[src/rtl/fraction_accumulator_if.sv]
// ---------------------------------------------------------------------------
// fraction_accumulator_if
// Groups the multiplier-side inputs, the batch-result handshake and the
// status flags of fraction_accumulator.
//
// Handshake: the result side follows valid/ready semantics. Sum is
// presented with Valid high and stays stable until the cycle in which Ready
// is also high. That cycle is the transfer. Ready may be asserted at any
// time, and it has no effect while Valid is low.
//
// Signals (directions seen from the slave, i.e. the accumulator):
//   Done      in   multiplier completion level; each rising edge is one product
//   Product   in   Q1.6 two's-complement product, valid while Done is high
//   Count     in   products per batch, 0 encodes 8
//   Clr       in   synchronous batch abort / clear
//   Ready     in   downstream accepts Sum
//   Sum       out  Q4.4 rounded batch total
//   Valid     out  Sum holds a completed batch
//   Busy      out  accumulator is not idle
//   Ovr       out  sticky: a product arrived while a result was pending
//   state_dbg out  current FSM state (0 idle, 1 accumulating, 2 full)
// ---------------------------------------------------------------------------
interface fraction_accumulator_if;
  logic       Done;
  logic [6:0] Product;
  logic [2:0] Count;
  logic       Clr;
  logic       Ready;
  logic [7:0] Sum;
  logic       Valid;
  logic       Busy;
  logic       Ovr;
  logic [1:0] state_dbg;

  modport master (
    output Done, Product, Count, Clr, Ready,
    input  Sum, Valid, Busy, Ovr, state_dbg
  );

  modport slave (
    input  Done, Product, Count, Clr, Ready,
    output Sum, Valid, Busy, Ovr, state_dbg
  );
endinterface

[src/rtl/fraction_accumulator.sv]
// ---------------------------------------------------------------------------
// fraction_accumulator
// Collects a batch of Q1.6 products from a multiplier. The multiplier
// signals each product with a Done level, and the block captures one
// product per rising edge of Done. When the batch is complete, the block
// presents the sum, rounded to Q4.4, with a valid/ready handshake.
//
// Ports:
//   CLK   rising-edge clock
//   RSTn  asynchronous active-low reset
//   bus   fraction_accumulator_if.slave (see interface for signal list)
// ---------------------------------------------------------------------------
module fraction_accumulator (
  input logic                   CLK,
  input logic                   RSTn,
  fraction_accumulator_if.slave bus
);

  typedef enum logic [1:0] {
    IDLE = 2'd0,
    ACC  = 2'd1,
    FULL = 2'd2
  } state_t;

  state_t            state_q, state_d;
  logic              done_q;
  logic signed [9:0] acc_q, acc_d;
  logic [3:0]        cnt_q, cnt_d;
  logic [3:0]        tgt_q, tgt_d;
  logic [7:0]        sum_q, sum_d;
  logic              ovr_q, ovr_d;

  logic              cap;
  logic              start_batch;
  logic signed [9:0] prod_ext;
  logic signed [9:0] acc_add;
  logic [3:0]        cnt_inc;
  logic [3:0]        tgt_new;

  // Q4.6 -> Q4.4 using round-half-up: add half an output LSB, then shift
  // arithmetically. The accumulator range is -512..+504, so the result
  // always fits in 8 bits and the add cannot wrap.
  function automatic logic [7:0] round_q44(input logic signed [9:0] a);
    logic signed [9:0] t;
    t = (a + 10'sd2) >>> 2;
    return t[7:0];
  endfunction

  // The block captures only on a rising edge of Done, so a Done level
  // that stays high yields a single capture.
  assign cap      = bus.Done & ~done_q;
  assign prod_ext = {{3{bus.Product[6]}}, bus.Product};
  assign acc_add  = acc_q + prod_ext;
  assign cnt_inc  = cnt_q + 4'd1;
  assign tgt_new  = (bus.Count == 3'd0) ? 4'd8 : {1'b0, bus.Count};

  always_comb begin
    state_d     = state_q;
    acc_d       = acc_q;
    cnt_d       = cnt_q;
    tgt_d       = tgt_q;
    sum_d       = sum_q;
    ovr_d       = ovr_q;
    start_batch = 1'b0;

    if (bus.Clr) begin
      // Clear overrides everything, including a coincident capture.
      state_d = IDLE;
      acc_d   = '0;
      cnt_d   = '0;
      ovr_d   = 1'b0;
    end else begin
      case (state_q)
        IDLE: begin
          if (cap) start_batch = 1'b1;
        end
        ACC: begin
          if (cap) begin
            acc_d = acc_add;
            cnt_d = cnt_inc;
            if (cnt_inc == tgt_q) begin
              state_d = FULL;
              sum_d   = round_q44(acc_add);
            end
          end
        end
        FULL: begin
          if (bus.Ready) begin
            // When the result is accepted, the same cycle can start a
            // new batch.
            if (cap) begin
              start_batch = 1'b1;
            end else begin
              state_d = IDLE;
              acc_d   = '0;
              cnt_d   = '0;
            end
          end else if (cap) begin
            // A result is still pending, so the block drops the product
            // and records the loss.
            ovr_d = 1'b1;
          end
        end
        default: state_d = IDLE;
      endcase

      // Count is sampled here only, so changes to it mid-batch have no
      // effect.
      if (start_batch) begin
        acc_d = prod_ext;
        cnt_d = 4'd1;
        tgt_d = tgt_new;
        if (tgt_new == 4'd1) begin
          state_d = FULL;
          sum_d   = round_q44(prod_ext);
        end else begin
          state_d = ACC;
        end
      end
    end
  end

  always_ff @(posedge CLK or negedge RSTn) begin
    if (!RSTn) begin
      state_q <= IDLE;
      done_q  <= 1'b0;
      acc_q   <= '0;
      cnt_q   <= '0;
      tgt_q   <= '0;
      sum_q   <= '0;
      ovr_q   <= 1'b0;
    end else begin
      state_q <= state_d;
      done_q  <= bus.Done;
      acc_q   <= acc_d;
      cnt_q   <= cnt_d;
      tgt_q   <= tgt_d;
      sum_q   <= sum_d;
      ovr_q   <= ovr_d;
    end
  end

  assign bus.Sum       = sum_q;
  assign bus.Valid     = (state_q == FULL);
  assign bus.Busy      = (state_q != IDLE);
  assign bus.Ovr       = ovr_q;
  assign bus.state_dbg = state_q;

endmodule

[src/flat_wrapper.sv]
// flat-port wrapper written by rule: the top's interface ports become plain ports
module fraction_accumulator_flat 
  (CLK, RSTn, bus_Done, bus_Product, bus_Count, bus_Clr, bus_Ready, bus_Sum, bus_Valid, bus_Busy, bus_Ovr, bus_state_dbg);
  fraction_accumulator_if bus_i ();
  input logic CLK;
  input logic RSTn;
  input wire logic [$bits(bus_i.Done)-1:0] bus_Done;
  input wire logic [$bits(bus_i.Product)-1:0] bus_Product;
  input wire logic [$bits(bus_i.Count)-1:0] bus_Count;
  input wire logic [$bits(bus_i.Clr)-1:0] bus_Clr;
  input wire logic [$bits(bus_i.Ready)-1:0] bus_Ready;
  output wire logic [$bits(bus_i.Sum)-1:0] bus_Sum;
  output wire logic [$bits(bus_i.Valid)-1:0] bus_Valid;
  output wire logic [$bits(bus_i.Busy)-1:0] bus_Busy;
  output wire logic [$bits(bus_i.Ovr)-1:0] bus_Ovr;
  output wire logic [$bits(bus_i.state_dbg)-1:0] bus_state_dbg;
  assign bus_i.Done = bus_Done;
  assign bus_i.Product = bus_Product;
  assign bus_i.Count = bus_Count;
  assign bus_i.Clr = bus_Clr;
  assign bus_i.Ready = bus_Ready;
  assign bus_Sum = bus_i.Sum;
  assign bus_Valid = bus_i.Valid;
  assign bus_Busy = bus_i.Busy;
  assign bus_Ovr = bus_i.Ovr;
  assign bus_state_dbg = bus_i.state_dbg;
  fraction_accumulator u_core (.CLK(CLK), .RSTn(RSTn), .bus(bus_i));
endmodule
[config.mk]
export PLATFORM = sky130hd
export DESIGN_NAME = fraction_accumulator_flat
export DESIGN_NICKNAME = d
export VERILOG_FILES = /design/src/rtl/fraction_accumulator_if.sv /design/src/rtl/fraction_accumulator.sv /design/src/flat_wrapper.sv
export SDC_FILE = /design/constraint.sdc
export NUM_CORES = 1
export LEC_CHECK = 0
export ABC_AREA = 1
export BUFFER_PORTS_ARGS = -buffer_cell sky130_fd_sc_hd__buf_4
export CAP_MARGIN = 20
export CORE_UTILIZATION = 59
export DETAILED_ROUTE_END_ITERATION = 12
export MAX_ROUTING_LAYER = met4
export PLACE_DENSITY_LB_ADDON = 0.25
export RECOVER_POWER = 25
export SKIP_LAST_GASP = 1
export SLEW_MARGIN = 15
export SYNTH_ARGS = -nofsm -noshare
export SYNTH_HDL_FRONTEND = slang
export SYNTH_SLANG_ARGS = --single-unit
[constraint.sdc]
create_clock -name CLK -period 2.4 [get_ports CLK]
set_clock_uncertainty 0.15 [all_clocks]
set_input_delay 0.12 -clock CLK [delete_from_list [all_inputs] [get_ports CLK]]
set_output_delay 0.12 -clock CLK [all_outputs]
set_load 0.1 [all_outputs]
# == Word level (Yosys, flattened, before mapping) ==
# Index checks and enable logic that the tools add are counted.
# totals
register_bits,30
output_inout_bits,13
inputBits,15
wordCells,68
# op_classes
n_reduce_logical,10
add_sub_neg,4
eq_ne,10
n_bitwise,3
n_mux,34
# ops
op,n
$mux W10,5
$mux W8,5
$mux W4,6
$pmux W10 S2,1
$mux W2,7
$add A10 B3 Y10 const B,1
$add A10 B7 Y10,1
$add A7 B3 Y8 const B,1
$ne A4 B2 Y1 const B,2
$pmux W4 S2,1
$mux W1,7
$pmux W2 S3,1
$reduce_bool A2 Y1,3
$reduce_and A5 Y1,1
$add A4 B1 Y4 const B,1
$eq A4 B1 Y1 const B,1
$eq A4 B4 Y1,1
$ne A4 B3 Y1 const B,1
$ne A4 B4 Y1 const B,1
$reduce_and A4 Y1,1
$reduce_bool A4 Y1,1
$logic_not A3 Y1,1
$ne A3 B2 Y1 const B,1
$reduce_and A3 Y1,1
other kinds (8),9

# == Longest topological paths before layout ==
# Gate-level depths: netlist (run 1).
# logic_depth
word_depth,8
ltp_mapped,15
depth_no_buf,15

# == Least setup slack after synthesis (run 1) ==
# Ideal clock, no wire load.
# synth_path
kind,register -> register
from,reg u_core.state_q[0] (netlist: u_core.bus.state_dbg[0])
to,reg u_core.cnt_q[3]
path_buffers,1
stages_incl_launch_ff,11
path_slack_ps,-183
synth_period_minus_slack_ps,2583
setup_ps,126
arrival_ps,2307
required_ps,2124
cell_sequence,dfrtp_1 > inv_2 > nand2_2 > inv_2 > nand3_1 > nand2_2 > a21oi_4 > inv_2 > buf_6 > nand2_1 > o41ai_2
# synth_between
elab_chain_cells,5
elab_cells_between_ends,13
classes_between,5 x eq/ne; 5 x mux; 3 x reduce/logical
# synth_rtl
item,line,text
start: declaration,fraction_accumulator.sv:25,"state_t state_q, state_d;"
start signal: assignment,fraction_accumulator.sv:133,state_q <= state_d;
$eq A2 B2 Y1 *,-,
net bus_Valid,flat_wrapper.sv:13,output wire logic [$bits(bus_i.Valid)-1:0] bus_Valid;
$pmux W1 S2,fraction_accumulator.sv:73,case (state_q)
$mux W1,fraction_accumulator.sv:66,if (bus.Clr) begin
$ne A4 B2 Y1 (no line) (tied with other cells),-,
$reduce_and A4 Y1 (no line) / $mux W4 (equally long branches),-,
end signal: assignment,fraction_accumulator.sv:136,cnt_q <= cnt_d;
end: declaration,fraction_accumulator.sv:28,"logic [3:0] cnt_q, cnt_d;"
# The timed path passes the listed nets; every way through them passes the cells marked *. The select of a mux whose other input is x is not followed.
# A chain may end at the register's enable or synchronous reset.

# == Final worst setup path (run 1) ==
# layout_path
from,reg u_core.acc_q[0]
to,reg u_core.sum_q[1] (netlist: u_core.bus.Sum[1])
# layout_between
elab_chain_cells,7
# layout_rtl
item,line,text
start: declaration,fraction_accumulator.sv:27,"logic signed [9:0] acc_q, acc_d;"
start signal: assignment,fraction_accumulator.sv:127,acc_q <= '0;
start signal: assignment,fraction_accumulator.sv:135,acc_q <= acc_d;
$add A10 B7 Y10 *,fraction_accumulator.sv:53,assign acc_add = acc_q + prod_ext;
$add A10 B3 Y10 *,fraction_accumulator.sv:45,t = (a + 10'sd2) >>> 2;
$mux W8 *,fraction_accumulator.sv:81,if (cnt_inc == tgt_q) begin
$mux W8 *,fraction_accumulator.sv:78,if (cap) begin
$mux W8 *,fraction_accumulator.sv:73,
$mux W8,fraction_accumulator.sv:113,if (tgt_new == 4'd1) begin
$mux W8 *,fraction_accumulator.sv:109,if (start_batch) begin
end signal: assignment,fraction_accumulator.sv:138,sum_q <= sum_d;
end: declaration,fraction_accumulator.sv:30,"logic [7:0] sum_q, sum_d;"
# Mark *: on every way between the ends. The rest lies on a longest branch, timed or not.

==> qor.csv, run 1 <==
metric;value;unit
predominant post-synthesis flop cell;dfrtp_1;
Fill cells;318;
drt pass-1 iters;4;
status;finished clean;
GRT Overall Usage;30.75;%
CP Class;reg -> reg;
dpl hpwl;4494;um
Startpoint Class;register;
Clk Latency, worst-skew pair;0.28;ns
commonest non-fill, non-tap cell in the layout;nand2_1;
Num CTS Buffers;5;
final hold violations;0;
Adder-Cell Fraction of Synth Area;6.971;%
Setup Slack @ Placement;0.006019;ns
Setup-failing EPs final;0;
worst slew pin tran;0.7764;ns
number of global-route vias before repair;2234;
# diodes;0;
vias per inst;5.549;
Max Slew Vio Count;0;
Final min period;2.244;ns
maximum clock path buffer count;2;
initial antenna violation count;0;
Syn Area/Cell;6.915;um^2
Power Total;2.732;mW
largest family of logic cells by synthesized area;simple AND/OR/NAND/NOR gates;
Net Count, Synth;381;
proportion of synthesized area in mux cells;0;%
first-pass GRT wire length;9901;um
register area share after synthesis;30.75;%
Synth Register Bits;30;
Mapped Area;2441;um^2
CTS tree;built;
Starting DRT DRC Count;199;
Final WS setup;0.1556;ns
via count;2458;
Num Clock Sinks;30;
die area;4398;um^2
Die H;66.32;um
commonest cells after routing, fill and taps aside;nand2_1 (100), inv_1 (50), nand3_1 (33);
Final ANT Viol Nets;0;
chip width;66.32;um
Worst EP arrival;2.26;ns
fin util;72.16;%
Max FO, Critical Path;3;
RSZ-0062 raised after global routing;true;
yosys warns;0;
# IOs;28;
EDFF count, synth;0;
Worst IR Drop VDD;0.4722;mV
Root Buffer;clkbuf_8;
postcts setup bufs;0;
cell row count;23;
Port Buffers;27;
simple-gate area share of the yosys netlist;34.14;%
Routed WL per cell;13.64;um
PD cells;946.4;nW/um^2
Critical Path Sink Type;register;
area grow syn2layout;18.25;%
RePlAce Congestion;0.9154;
Synth Area in XOR/XNOR;4.562;%
clock slew at the register clock pins of the worst setup and hold paths;0.06;ns
Lkg Pwr;1.550;nW
synth unique cells;40;
layout cells sized above 1;18.58;%
H-tree depth;2;
largest net degree at the start of global routing;31;
Slew Limit Headroom;48.24;%
Synth Area in Compound Gates;13.17;%
Hold Path Class;in -> reg;
Critical Path RT;2.42;ns
synthesized netlist cell count;353;
NumNets Final;421;
Tcrit/Tclk final;93.52;%
initial cell density of the core;61.03;%
final WL;6042;um
grt ovf;0;
Placeable Area;4000;um^2
Peak Freq;0.4456;GHz
DRC;0;
post-synthesis async set-or-reset flop share;100.0;%
max-cap viol count;0;
[registers in the layout, indices dropped and copies added (netlist names)]
name	count
u_core.cnt_q	4
u_core.done_q	1
u_core.tgt_q	4
u_core.acc_q	10
u_core.bus.Sum	8
u_core.bus.Ovr	1
u_core.bus.state_dbg	2
[Yosys cell counts (5+ instances only)]
cell type	n	area share, %
ha_1	12	6.2
nand3_1	33	6.8
xor2_1	5	1.8
nand2_2	5	1.3
dfrtp_1	30	31
nor2_1	30	4.6
nand2_1	101	16
o21ai_0	9	1.8
inv_2	6	0.92
inv_1	50	7.7
a21oi_1	20	4.1
[per-stage QoR]
| step | setup TNS (ns) | area (um^2) | instances | hold slack [ns] |
|---|---|---|---|---|
| finish | 0 | 2887 | 443 | 0.009899 |
| detailed placement | 0 | 2700 | 429 | -0.07394 |
| global placement | 0 | 2700 | 429 | -0.07762 |
| global route | -0.02235 | 2887 | 443 | 0.008614 |
| CTS | 0 | 2856 | 443 | 0.002211 |
| floorplan | 0 | 2444 | 353 | -0.3256 |
[worst max-delay path, stage by stage (launching register included)]
cell and delay [ns]:
dfrtp_1 0.38, ha_1 0.23, fa_2 0.39, xnor2_2 0.19, inv_1 0.06, ha_1 0.23, xor2_1 0.17, nand4_1 0.07
nand3_1 0.07, a21oi_1 0.13, nor2_1 0.06
[layer usage]
metal | part of all wire, % | global-route usage (%) | vias to the layer above
met5 | 0 | - | -
met4 | 1.4 | 8.777 | 0
met3 | 6.8 | 5.345 | 11
met2 | 47 | 49.36 | 104
met1 | 44 | 39.76 | 1133
li1 | - | - | 1210
[path summary, 6_finish.rpt]
kind,startpoint,to,slack (ns),cells after the start
max in group asynchronous,RSTn,u_core.bus.state_dbg[0],1.27,2
min in group asynchronous,RSTn,u_core.bus.Sum[7],0.29,2
setup reg to reg,u_core.acc_q[0],u_core.bus.Sum[1],0.16,10
setup / recovery,u_core.acc_q[0],u_core.bus.Sum[1],0.16,10
hold / removal,bus_Product[1],u_core.acc_q[1],0.01,3
hold reg to reg,u_core.acc_q[4],u_core.acc_q[4],0.34,2
[kinds of logic after synthesis]
| kind of cell | after synthesis |
|---|---|
| fa+ha+maj | 13 |
| xor+xnor | 11 |
| buf+inv | 62 |
| simple gates | 186 |
| flops | 30 |
| compound gates | 51 |
[repair_timing]
item,CTS,global route
resized for setup,0,8
endpoints found under the hold margin,36,0
endpoints found under the setup margin,0,6
hold buffers,7,0
[report_power, final]
part	switching, mW	total [mW]	internal, mW	leakage [nW]
Combinational	1.09	1.59	0.506	1.14
Clock	0.189	0.416	0.227	0.0443
Sequential	0.0974	0.722	0.624	0.369
Total	1.37	2.73	1.36	1.55
[final cells by class]
| type | count | area [um^2] | share of cell area [%] |
|---|---|---|---|
| multi-input combinational | 261 | 1473 | 51.02 |
| clock buffer | 7 | 86.33 | 2.991 |
| sequential | 30 | 753.2 | 26.09 |
| timing repair buffer | 38 | 296.5 | 10.27 |
| tap | 50 | 62.56 | 2.167 |
| inverter | 57 | 215.2 | 7.456 |
Power figures use the tool's default switching activity.
==> inputs of run 2 (changes only) <==
--- a/config.mk
+++ b/config.mk
@@ -13,6 +13,7 @@
 export MAX_ROUTING_LAYER = met4
 export PLACE_DENSITY_LB_ADDON = 0.25
 export RECOVER_POWER = 25
+export REMOVE_ABC_BUFFERS = 1
 export SKIP_LAST_GASP = 1
 export SLEW_MARGIN = 15
 export SYNTH_ARGS = -nofsm -noshare
==> run 2 against run 1 <==
Compared with the run above: routed wire length fell by 4.3%; combinational power barely moved; first-iteration DRC count fell by 12%; core utilization rose by 0.63 points; hold slack got worse by 0.0011 ns; global-route usage fell by 0.68 points; highest routed layer unchanged; largest cell class unchanged; critical path type unchanged; the run now ends with capacitance limit, slew limit left; register-to-register slack got worse by 0.02 ns.
==> qor.csv, run 2 (synthesis results as in run 1) <==
metric;value;unit
hold wc startpoint;bus_Clr;
Final ANT Viol Nets;0;
worst slew pin tran;1.725;ns
layout cells sized above 1;19.04;%
via count;2355;
number of global-route vias before repair;2304;
status;finished with violations;
Startpoint Class;register;
Max FO, Critical Path;3;
Setup-failing EPs final;0;
Hold Path Sink;u_core.bus.Sum[0];
wl on met1;2649;um
commonest cells after routing, fill and taps aside;nand2_1 (99), inv_1 (50), nand3_1 (33);
Placeable Area;4000;um^2
Slowest-stage cell, CP;fa_2;
RePlAce Congestion;0.9011;
H-tree depth;2;
CP delay by family, top;simple AND/OR/NAND/NOR gates;
cell row count;23;
clock slew at the register clock pins of the worst setup and hold paths;0.06;ns
post-route cell area;2912;um^2
Lkg Pwr;1.550;nW
drt pass-1 iters;4;
Peak Freq;0.4412;GHz
Hold Path Class;in -> reg;
final WL;5785;um
number of cells on the critical path;12;
NumNets Final;421;
Slew Limit Headroom;-15.01;%
Die H;66.32;um
final setup TNS;0;ns
chip width;66.32;um
# diodes;0;
Fill cells;336;
fin cells;444;
Max Slew Vio Count;31;
vias per inst;5.304;
Tcrit/Tclk final;94.44;%
largest net degree at the start of global routing;31;
Placed Cells;428;
# IOs;28;
Clk Latency, worst-skew pair;0.29;ns
Root Buffer;clkbuf_8;
GRT Overall Usage;30.07;%
DR top layer;met4;
initial cell density of the core;61.03;%
PD cells;939.9;nW/um^2
DRC;0;
CTS tree;built;
Critical Path RT;2.41;ns
maximum clock path buffer count;2;
worst reg-to-reg path cell count;12;
RSZ-0062 raised after global routing;true;
critical path's largest stage delay;0.43;ns
initial antenna violation count;0;
worst path cell trace;ha_2 > fa_2 > nand3_1 > nand3_1 > nand2_2 > nand3_2 > nor2_2 > nand2_1 > nand2_1 > nand3_1 > nand2_1 > a21oi_1;
met2 WL;2855;um
Reg2Reg Setup Slack;0.13;ns
first-pass GRT wire length;9770;um
Top reg by flops;u_core.acc_q;
commonest non-fill, non-tap cell in the layout;nand2_1;
worst r2r src;u_core.acc_q[0];
Port Buffers;27;
final hold violations;0;
Num Clock Sinks;30;
r2r endpoint;u_core.bus.Sum[6];
dpl hpwl;4374;um
Final min period;2.267;ns
max-cap viol count;1;
Power Total;2.737;mW
fin util;72.79;%
grt ovf;0;
Largest register FFs;10;
Routed WL per cell;13.03;um
worst hold path stage count;3;
Num CTS Buffers;5;
Critical Path Sink Type;register;
Worst EP arrival;2.28;ns
CP Class;reg -> reg;
Starting DRT DRC Count;176;
placed cell area;2690;um^2
Met3 Wirelength;181;um
area grow syn2layout;19.27;%
failing checks;capacitance limit, slew limit;
die area;4398;um^2
Worst IR Drop VDD;0.5236;mV
CP bufs+invs;0;
-- run 2: what timing repair did --
item / in CTS / in global routing
resized for setup: 1 / 13
endpoints found under the hold margin: 37 / 0
endpoints found under the setup margin: 2 / 5
hold buffers: 8 / 0
pin swaps: 0 / 4
buffers inserted: 0 / 0
-- run 2: stage by stage --
stage / setup slack [ns] / hold WS, ns
floorplan: -0.2073 / -0.3256
finish: 0.1333 / 0.008811
CTS: 0.007626 / 0.001623
global route: -0.005982 / 0.01462
global placement: 0.08651 / -0.07256
detailed placement: 0.01533 / -0.07291
-- run 2: where the power goes --
| group | internal [mW] | switching, mW | total [mW] | leakage (nW) |
|---|---|---|---|---|
| combinational | 0.512 | 1.07 | 1.58 | 1.13 |
| sequential | 0.624 | 0.102 | 0.726 | 0.372 |
| clock | 0.231 | 0.198 | 0.429 | 0.0482 |
-- run 2: layer usage --
metal  track usage (%)  up-vias
met1             35.32     1075
met2             50.51       51
li1                  -     1217
met4             13.03        0
met3             5.000       12
met5                 -        -
-- run 2: tightest hold or removal path, cell delays in order --
cell,delay [ns]
buf_4,0.17
nand2_1,0.07
nand2_1,0.05
-- run 2: cell type report --
| cell class | count | area, um^2 | area share, % |
|---|---|---|---|
| Timing Repair Buffer | 38 | 297.8 | 10.23 |
| Clock inverter | 1 | 5.005 | 0.1719 |
| Inverter | 57 | 215.2 | 7.391 |
| Clock buffer | 7 | 86.33 | 2.965 |
| Sequential cell | 30 | 750.7 | 25.78 |
| Tap cell | 50 | 62.56 | 2.149 |
| Multi-Input combinational cell | 261 | 1494 | 51.31 |
-- run 2: worst max path at each step --
stage                            startpoint                end  slack, ns
floorplan           u_core.bus.state_dbg[0]    u_core.acc_q[2]      -0.21
global placement            u_core.acc_q[0]  u_core.bus.Sum[1]       0.09
detailed placement          u_core.acc_q[0]  u_core.bus.Sum[1]       0.02
CTS                         u_core.acc_q[0]  u_core.bus.Sum[7]      0.008
global route                u_core.acc_q[0]  u_core.bus.Sum[7]     -0.006
finish                      u_core.acc_q[0]  u_core.bus.Sum[6]       0.13
==> inputs of run 3 (changes only) <==
--- a/config.mk
+++ b/config.mk
@@ -10,9 +10,10 @@
 export CAP_MARGIN = 20
 export CORE_UTILIZATION = 59
 export DETAILED_ROUTE_END_ITERATION = 12
+export HOLD_SLACK_MARGIN = 0.1
 export MAX_ROUTING_LAYER = met4
 export PLACE_DENSITY_LB_ADDON = 0.25
-export RECOVER_POWER = 25
+export RECOVER_POWER = 50
 export REMOVE_ABC_BUFFERS = 1
 export SKIP_LAST_GASP = 1
 export SLEW_MARGIN = 15
==> run 3 against run 2 <==
Compared with the run above: the run still ends with capacitance limit, slew limit left; final area increased by 0.86%; combinational power barely moved; routed wire length grew 4.5%; clock-buffer cell count unchanged; final cell count increased by 0.68%; hold slack better by 0.10 ns; critical path depth is 2 lower; largest power group unchanged; sequential share of layout area fell by 0.22 points; sequential power about the same; core utilization increased by 0.63 points; largest cell class unchanged; clock power about the same; first-iteration DRC count increased by 9.7%.
==> qor.csv, run 3 (synthesis results as in run 1) <==
metric;value;unit
status;finished with violations;
failing checks;capacitance limit, slew limit;
Top reg by flops;u_core.acc_q;
Setup Slack @ Placement;0.01533;ns
Startpoint Class;register;
worst reg-to-reg path cell count;10;
hold wc startpoint;bus_Product[0];
RSZ-0062 raised after global routing;true;
worst path cell trace;ha_2 > fa_2 > xnor2_2 > inv_1 > ha_2 > xor2_1 > nand4_1 > nand3_1 > a21oi_1 > nor2_1;
Max Slew Vio Count;31;
Critical Path RT;2.43;ns
Tcrit/Tclk final;95.26;%
Slowest-stage cell, CP;fa_2;
Power Total;2.746;mW
layout cells sized above 1;18.89;%
Hold Path Sink;u_core.acc_q[0];
drt pass-1 iters;4;
Routed WL per cell;13.53;um
Slew Limit Headroom;-12.57;%
combinational group share of total power;58.0;%
fin cells;447;
Max FO, Critical Path;3;
maximum clock path buffer count;2;
Worst IR Drop VDD;0.5364;mV
final hold violations;0;
sw power;1.382;mW
postcts setup bufs;0;
Final WS setup;0.1137;ns
Placed Cells;428;
switching share of power;50.34;%
clock share of power;15.5;%
# IOs;28;
CTS tree;built;
Worst EP arrival;2.31;ns
placed cell area;2690;um^2
CP Class;reg -> reg;
die area;4398;um^2
GRT Overall Usage;30.78;%
first-pass GRT wire length;9956;um
worst slew pin tran;1.689;ns
Root Buffer;clkbuf_8;
dpl hpwl;4374;um
cell row count;23;
# diodes;0;
Peak Freq;0.4374;GHz
commonest non-fill, non-tap cell in the layout;nand2_1;
fin util;73.41;%
Lkg Pwr;1.546;nW
max-cap viol count;1;
worst hold path stage count;4;
Final min period;2.286;ns
largest net degree at the start of global routing;31;
Starting DRT DRC Count;193;
Clk Latency, worst-skew pair;0.29;ns
Setup-failing EPs final;0;
DRC;0;
initial cell density of the core;61.03;%
Port Buffers;27;
final WL;6048;um
register share of total power;26.4;%
number of global-route vias before repair;2330;
Num Clock Sinks;30;
RePlAce Congestion;0.9011;
Reg2Reg Setup Slack;0.11;ns
Internal Power;1.364;mW
PD cells;935.1;nW/um^2
Fill cells;343;
area grow syn2layout;20.30;%
final setup TNS;0;ns
CP most frequent cell;ha_2;
clock slew at the register clock pins of the worst setup and hold paths;0.07;ns
initial antenna violation count;0;
Final ANT Viol Nets;0;
grt ovf;0;
Hold Path Class;in -> reg;
H-tree depth;2;
Min Hold Slack;0.1134;ns
chip width;66.32;um
worst r2r src;u_core.acc_q[0];
Largest register FFs;10;
Critical Path Sink Type;register;
commonest cells after routing, fill and taps aside;nand2_1 (97), inv_1 (50), nand3_1 (33);
Placeable Area;4000;um^2
via count;2387;
critical path's largest stage delay;0.43;ns
Die H;66.32;um
Num CTS Buffers;5;
NumNets Final;424;
vias per inst;5.340;
post-route cell area;2937;um^2
r2r endpoint;u_core.bus.Sum[1];
==> run 3: changes by cell type in the layout (fill, tap and decap cells not counted), sizes merged <==
cell and delta:
buf -4, clkbuf +4, dlygate4sd3 +3
==> run 3: worst max-delay path by stage <==
stage	startpoint	to	slack (ns)	cells after the start
final	u_core.acc_q[0]	u_core.bus.Sum[1]	0.11	10
after global routing	bus_Product[2]	u_core.bus.Sum[5]	-0.02	14
after CTS	u_core.acc_q[0]	u_core.bus.Sum[7]	0.008	12
after detailed placement	u_core.acc_q[0]	u_core.bus.Sum[1]	0.02	10
after global placement	u_core.acc_q[0]	u_core.bus.Sum[1]	0.09	10
after floorplan	u_core.bus.state_dbg[0]	u_core.acc_q[2]	-0.21	9
==> run 3: routing by layer <==
metal,vias up,share of wire (%),global-route usage (%)
li1,1218,-,-
met1,1083,45,35.32
met2,68,49,51.79
met3,18,3.5,5.000
met4,0,2.5,15.43
met5,-,0,-
==> run 3: repair_timing <==
action | in CTS | in global routing
hold buffers | 10 | 1
endpoints found under the setup margin | 2 | 5
resized for setup | 1 | 16
pin swaps | 0 | 4
endpoints found under the hold margin | 44 | 1
==> run 3: area by class of cell <==
cell class                      instances  area [um^2]  area share [%]
Inverter                               57        215.2           7.328
Sequential cell                        30        750.7           25.56
Tap cell                               50        62.56           2.130
Clock buffer                            7        86.33           2.940
Timing Repair Buffer                   41        312.8           10.65
Multi-Input combinational cell        261         1504           51.21
Clock inverter                          1        5.005          0.1704
==> run 3: worst max-delay path: cells and delay by family, from the launching register on <==
kind | cells | cell delay [ns]
buffers and inverters | 1 | 0.08
xor gates and xnor gates | 2 | 0.38
adders and majority gates | 3 | 0.85
and+or+nand+nor | 3 | 0.19
DFF | 1 | 0.38
AOI/OAI and AO/OA | 1 | 0.13
==> run 3: power by group through the flow <==
stage                     Sequential (mW)  Clock (mW)  Combinational, mW
after detailed placement            0.730           0               1.49
after CTS                           0.721       0.432               1.52
after floorplan                     0.981           0              0.915
final                               0.726       0.426               1.59
after global routing                0.740       0.452               1.76
after global placement              0.726           0               1.46
